**src/rtl/dm_pipe.sv**
```systemverilog
// Byte-addressable data memory with a single-outstanding request/response handshake.
// Optional zero-fill sweep after reset; loads and stores complete in one cycle.
module dm_pipe #(
    parameter int DEPTH_BYTES    = 512,
    parameter bit CLEAR_ON_RESET = 1'b1
) (
    input  logic        clk,
    input  logic        rst,
    input  logic        req_valid,
    output logic        req_ready,
    input  logic [2:0]  req_op,
    input  logic [31:0] req_addr,
    input  logic [31:0] req_wdata,
    output logic        resp_valid,
    input  logic        resp_ready,
    output logic [31:0] resp_rdata,
    output logic        resp_err,
    output logic        busy
);

    localparam int AW    = $clog2(DEPTH_BYTES);
    localparam int WORDS = DEPTH_BYTES / 4;
    localparam int WA    = AW - 2;
    localparam logic [WA-1:0] LAST_W = WA'(WORDS - 1);

    localparam logic [2:0] OP_LW  = 3'd0;
    localparam logic [2:0] OP_LH  = 3'd1;
    localparam logic [2:0] OP_LHU = 3'd2;
    localparam logic [2:0] OP_LB  = 3'd3;
    localparam logic [2:0] OP_LBU = 3'd4;
    localparam logic [2:0] OP_SW  = 3'd5;
    localparam logic [2:0] OP_SH  = 3'd6;
    localparam logic [2:0] OP_SB  = 3'd7;

    typedef enum logic [1:0] {INIT, IDLE, RESP} state_t;

    state_t          state, state_nxt;
    logic [WA-1:0]   init_cnt;
    logic [31:0]     mem [WORDS];

    logic [2:0]      acc_size;
    logic            misalign;
    logic [32:0]     end_addr;
    logic            req_err;
    logic            accept;
    logic [WA-1:0]   widx;
    logic [31:0]     rd_word;
    logic [31:0]     rd_shift;
    logic [31:0]     load_data;
    logic [3:0]      st_be;
    logic [31:0]     st_data;

    logic [31:0]     rdata_p1;
    logic            err_p1;

    function automatic logic [31:0] sext8(input logic [7:0] b);
        logic signed [7:0]  s;
        logic signed [31:0] r;
        s = b;
        r = s;
        return r;
    endfunction

    function automatic logic [31:0] sext16(input logic [15:0] h);
        logic signed [15:0] s;
        logic signed [31:0] r;
        s = h;
        r = s;
        return r;
    endfunction

    // Access decode: size, alignment and range against the memory end.
    always_comb begin
        acc_size = 3'd1;
        misalign = 1'b0;
        case (req_op)
            OP_LW, OP_SW: begin
                acc_size = 3'd4;
                misalign = |req_addr[1:0];
            end
            OP_LH, OP_LHU, OP_SH: begin
                acc_size = 3'd2;
                misalign = req_addr[0];
            end
            default: ;
        endcase
        end_addr = {1'b0, req_addr} + {30'b0, acc_size};
        req_err  = misalign || (end_addr > 33'(DEPTH_BYTES));
    end

    assign accept   = req_valid && req_ready && !rst;
    assign widx     = req_addr[AW-1:2];
    assign rd_word  = mem[widx];
    assign rd_shift = rd_word >> {req_addr[1:0], 3'b000};

    always_comb begin
        load_data = '0;
        st_be     = 4'b0000;
        st_data   = '0;
        case (req_op)
            OP_LW:  load_data = rd_word;
            OP_LH:  load_data = sext16(rd_shift[15:0]);
            OP_LHU: load_data = {16'b0, rd_shift[15:0]};
            OP_LB:  load_data = sext8(rd_shift[7:0]);
            OP_LBU: load_data = {24'b0, rd_shift[7:0]};
            OP_SW: begin
                st_be   = 4'b1111;
                st_data = req_wdata;
            end
            OP_SH: begin
                st_be   = req_addr[1] ? 4'b1100 : 4'b0011;
                st_data = {2{req_wdata[15:0]}};
            end
            OP_SB: begin
                st_be   = 4'b0001 << req_addr[1:0];
                st_data = {4{req_wdata[7:0]}};
            end
            default: ;
        endcase
    end

    // Memory array: sweep writes in INIT, byte-enabled stores on acceptance.
    always_ff @(posedge clk) begin
        if (state == INIT) begin
            mem[init_cnt] <= '0;
        end else if (accept && !req_err) begin
            for (int i = 0; i < 4; i++) begin
                if (st_be[i]) begin
                    mem[widx][8*i +: 8] <= st_data[8*i +: 8];
                end
            end
        end
    end

    always_ff @(posedge clk) begin
        if (rst) begin
            state    <= CLEAR_ON_RESET ? INIT : IDLE;
            init_cnt <= '0;
        end else begin
            state <= state_nxt;
            if (state == INIT) begin
                init_cnt <= init_cnt + WA'(1);
            end
        end
    end

    always_comb begin
        state_nxt = state;
        case (state)
            INIT:    if (init_cnt == LAST_W) state_nxt = IDLE;
            IDLE:    if (req_valid)          state_nxt = RESP;
            RESP:    if (resp_ready)         state_nxt = IDLE;
            default:                         state_nxt = IDLE;
        endcase
    end

    always_comb begin
        req_ready  = (state == IDLE);
        resp_valid = (state == RESP);
        busy       = (state == INIT);
    end

    // Response stage: captured on the acceptance edge, held through RESP.
    always_ff @(posedge clk) begin
        if (rst) begin
            rdata_p1 <= '0;
            err_p1   <= 1'b0;
        end else if (accept) begin
            err_p1   <= req_err;
            rdata_p1 <= req_err ? 32'h0 : load_data;
        end
    end

    assign resp_rdata = rdata_p1;
    assign resp_err   = err_p1;

endmodule

```
**config.mk**
```make
export PLATFORM = sky130hd
export DESIGN_NAME = dm_pipe
export DESIGN_NICKNAME = d
export VERILOG_FILES = /design/src/rtl/dm_pipe.sv
export SDC_FILE = /design/constraint.sdc
export NUM_CORES = 2
export LEC_CHECK = 0
export BUFFER_PORTS_ARGS = -buffer_cell sky130_fd_sc_hd__buf_2
export CORE_MARGIN = 5
export CORE_UTILIZATION = 60
export DETAILED_ROUTE_END_ITERATION = 8
export PLACE_DENSITY = 0.76
export SLEW_MARGIN = 25
export SYNTH_ARGS = -nofsm -noshare
export SYNTH_HDL_FRONTEND = slang
export SYNTH_SLANG_ARGS = --single-unit
```
**constraint.sdc**
```tcl
create_clock -name clk -period 29.2 [get_ports clk]
set_input_delay 5.84 -clock clk [delete_from_list [all_inputs] [get_ports clk]]
set_output_delay 5.84 -clock clk [all_outputs]
set_load 0.05 [all_outputs]
```
==> impl.org <==
** STA
- Based on the critical path, the design can be clocked at up to between 70 and 80 MHz.
- RSZ-0062 raised after global routing :: no
- The total count of hold-check failures in the final report came to 0.
- Across the routed clock network, the largest skew measured is ~0.057 ns.
- Setup violations remaining at the end of the flow were counted as 0.
- Headroom to the max-slew limit came out at 18.2%.
- Final critical-path required period :: between 10 and 15 ns
- Final max-slew violation count :: 0
- Adding up every negative setup slack in the final design gives 0 ns.
- After layout, the worst path uses ~43% of the clock period.
- At the pin with the least slew margin, the transition time is around 1.2 ns.

** Worst hold path
- Hold_sp :: resp_rdata[15]
- Hold/Removal Path Class :: reg2reg

** Final layout
- Final Net Count :: around 8000
- In the final layout, flip-flops and latches occupy 0.124 mm2.
- Most frequent cells in the layout :: sky130_fd_sc_hd__edfxtp_1, sky130_fd_sc_hd__mux4_2, sky130_fd_sc_hd__clkbuf_16
- The layout has approximately 16000 filler cells.
- Layout overhead on the synthesized area :: 12.1%
- Once layout is complete, the utilization of the core stands at about two thirds.
- Final Instance Area :: 0.182 mm2
- Summing all multi-input logic gate instances after layout gives between 0.03 and 0.04 mm2.
- Most frequent standard cell in the layout excluding fill and tap cells :: sky130_fd_sc_hd__edfxtp_1
- Of the cells placed in the final design, the portion with a size suffix greater than 1 is between 20% and 30%.
- Number of non-filler instances in the completed layout :: about 12000

** Setup path
- Cell type group with the largest total delay on the critical path :: buffers and inverters
- Worst r2r src :: state[1]
- Cell chain of the critical path :: buf_2, nor2_1, nand2_1, nand2_1, ha_1, fa_1, a21oi_1, nor4b_4, a21oi_1, o211ai_1, nor4_1, nand4_1, nor3_4, buf_4, buf_4, mux2i_4, buf_4, buf_4, nor3_1
- For the worst setup path, the data required time is around 30 ns.
- The largest individual stage delay along the critical path comes from the cell sky130_fd_sc_hd__buf_4.
- STA classifies the critical path endpoint as a register.
- Together, buffers and inverters on the worst path number 5.
- Data arrival time of the critical path :: 13.21 ns
- In this run the worst setup path begins at req_op[0].
- Maximum fanout along the worst path :: between 50 and 60
- Across all register-to-register paths, the minimum setup slack is between 20 and 25 ns.
- The worst setup path is launched from an input pin.
- Crit path top cell by count :: sky130_fd_sc_hd__buf_4
- The largest single stage delay on the critical path is ~0.81 ns.
- The critical path in this run is classified as in2reg.

** Detailed routing
- For this block, the initial DRC count from the detailed router was roughly 15000.
- ANT nets after route :: 0
- Wire per inst :: between 30 and 40 um
- For this run, the detailed router's first-pass iteration total came to 6.
- The final route contains 85400 vias.
- For this block, the routed nets add up to 459 mm of wire.
- Post-detailed-route via-to-cell ratio :: 7.21
- Drt drc :: 0

** Logic synthesis
- Cell area after synthesis :: 0.163 mm2
- EDFF count, synth :: around 4100
- The cell count after synthesis came out at about 7600.
- Fraction of registers with async set or reset after synthesis :: 0%
- Post-synth net total :: approximately 7700
- Register area share after synthesis :: between 70 and 80%
- Average instance area after synthesis :: about 21 um2
- Count of different cell masters after synthesis :: 79
- For this run, the leading register cell type out of synthesis is sky130_fd_sc_hd__edfxtp_1.
- Yosys printed 0 warnings.
- The synthesized design contains slightly above 4000 register bits.

** Clock network
- In this run the deepest clock path goes through 4 buffers.
- After clock tree synthesis, the clock-pin slew on the worst setup and hold paths is roughly 0.06 ns.
- The H-tree was split into 5 levels.
- Clock tree synthesis selected as its root buffer the cell sky130_fd_sc_hd__clkbuf_16.
- The number of gates resized after CTS was 0.
- In this run, post-CTS hold repair placed 0 buffers.
- Buffers added to address setup during post-CTS repair amount to 0.
- Number of clock buffers inserted by TritonCTS :: 398
- Number of sinks driven by the clock tree :: ~4100
- TritonCTS clock tree :: done
- The later pin in the worst-skew pair is clocked with a latency of ~0.91 ns.

** Global routing
- For this run, the total global-route usage over all layers was measured as roughly a third.
- Largest net degree at the start of global routing :: roughly 120
- The first global-routing pass estimated between 600 and 700 mm of wire.
- Global routing finished with a remaining overflow of 0.
- The initial antenna violation count came to 32.
- The number of global-route vias before repair came to around 85000.

** Place
- The HPWL after detailed placement is 276 mm.
- Number of placed cells counting well taps :: about 11000
- Port buffering added 106 buffers.
- At the end of routability-driven placement, the weighted congestion stood at between 0.9 and 1.
- After detailed placement, the total cell area comes to approximately 0.17 mm2.

** Floorplan
- Measured along the x axis, the die boundary spans between 500 and 600 um.
- DIE AREA :: 0.281 mm2
- I/O pin count :: roughly 110
- Number of placement rows :: around 190
- The initial utilization of the core area, before any placement, comes to between 60 and 70%.
- DIE HEIGHT :: 530 um
- Placeable core area :: ~0.27 mm2

** Pwr
- Leakage :: approximately 0.050 uW
- Power Density :: approximately 66 mW/mm2
- Summing internal, switching and leakage power gives ~12000 uW.
- The worst-case IR drop observed on VDD is approximately 70 uV.

** Run
- The tool flagged a number of max-cap violations equal to 0.

** Status
- The flow ran to the end, and the final reports show no timing, DRC or antenna violations.
==> synth_stat cells, types with 26 or more instances <==
master                     count  share of area, %
sky130_fd_sc_hd__a31oi_1      44              0.17
sky130_fd_sc_hd__o22ai_1      28              0.11
sky130_fd_sc_hd__dfxtp_1      42              0.52
sky130_fd_sc_hd__buf_4        67              0.31
sky130_fd_sc_hd__nor3_1      259              0.80
sky130_fd_sc_hd__o21ai_0      58              0.18
sky130_fd_sc_hd__mux2i_1     155              0.95
sky130_fd_sc_hd__edfxtp_1   4096                76
sky130_fd_sc_hd__nor4_1       41              0.16
sky130_fd_sc_hd__nand2_1     169              0.39
sky130_fd_sc_hd__a21oi_1      95              0.29
sky130_fd_sc_hd__buf_2       156              0.48
sky130_fd_sc_hd__nand2b_1     33              0.13
sky130_fd_sc_hd__nor2_1      359              0.83
sky130_fd_sc_hd__clkbuf_1    258              0.60
sky130_fd_sc_hd__a22o_1       26              0.14
sky130_fd_sc_hd__a221oi_1     40              0.22
sky130_fd_sc_hd__a22oi_1     162              0.75
sky130_fd_sc_hd__and2_1       28              0.11
sky130_fd_sc_hd__mux4_2     1098                15
sky130_fd_sc_hd__nand3_1      68              0.21
sky130_fd_sc_hd__nor2b_1      40              0.15
==> layer usage <==
layer	routed length, um	global-route usage [%]	up-vias
met5	126	0.137	-
met4	31600	19.5	14
met3	64400	10.5	1305
met2	212000	48.8	7323
met1	151000	43.5	43900
li1	-	-	32800
==> flip-flops by register name, summed over array words and instances (netlist names) <==
signal / flops
state: 2
resp_err: 1
mem: 4096
init_cnt: 7
resp_rdata: 32
==> kinds of logic (layout without fill, tap and decap cells) <==
| group | after synthesis | after routing | synth area share, % |
|---|---|---|---|
| mux | 1276 | 1276 | 16.3 |
| other cells | 0 | 47 | 0 |
| buf+inv | 521 | 1112 | 1.50 |
| compound gates | 599 | 599 | 2.65 |
| simple gates | 1082 | 1082 | 3.19 |
| flops | 4138 | 4138 | 76.2 |
| xor+xnor | 15 | 15 | 0.0808 |
| fa+ha+maj | 5 | 5 | 0.0431 |
==> power by group <==
group | switching [uW] | total (uW) | internal [uW]
logic | 333 | 483 | 150
registers | 5.80 | 6450 | 6450
clock network | 2200 | 5130 | 2940
total | 2540 | 12100 | 9530
==> per-stage QoR <==
| step | hold WS (ns) | setup WS (ns) |
|---|---|---|
| 2_1_floorplan | 0.510 | 11.98 |
| 3_3_place_gp | 0.449 | 15.80 |
| 3_5_place_dp | 0.459 | 15.90 |
| 4_1_cts | 0.474 | 16.87 |
| 5_1_grt | 0.487 | 16.13 |
| 6_report | 0.475 | 16.52 |
==> final timing paths <==
path / endpoint / cells past startpoint
max: mem[55][13] / 19
min: resp_rdata[15] / 2
min reg2reg: resp_rdata[15] / 2
max reg2reg: mem[55][13] / 15
==> worst register-to-register path: stages (launching register included) <==
cell and delay [ns]:
sky130_fd_sc_hd__dfxtp_1 0.30, sky130_fd_sc_hd__buf_4 0.18, sky130_fd_sc_hd__nor2b_1 0.29, sky130_fd_sc_hd__nand2_1 0.09, sky130_fd_sc_hd__buf_4 0.22, sky130_fd_sc_hd__nor2_1 0.15
sky130_fd_sc_hd__o211ai_1 0.11, sky130_fd_sc_hd__nor4_1 0.53, sky130_fd_sc_hd__nand4_1 0.61, sky130_fd_sc_hd__nor3_4 0.29, sky130_fd_sc_hd__buf_4 0.51, sky130_fd_sc_hd__buf_4 0.85
sky130_fd_sc_hd__mux2i_4 0.37, sky130_fd_sc_hd__buf_4 0.46, sky130_fd_sc_hd__buf_4 0.83, sky130_fd_sc_hd__nor3_1 0.47
==> area by class of cell <==
class,count,share of cell area (%)
Inverter,18,0.0412
Antenna cell,47,0.0646
Sequential cell,4138,68.0
Timing Repair Buffer,373,1.54
Clock buffer,476,5.70
Multi-Input combinational cell,2977,20.8
Tap cell,3570,2.45
Clock inverter,245,1.35
Power figures use the tool's default switching activity.
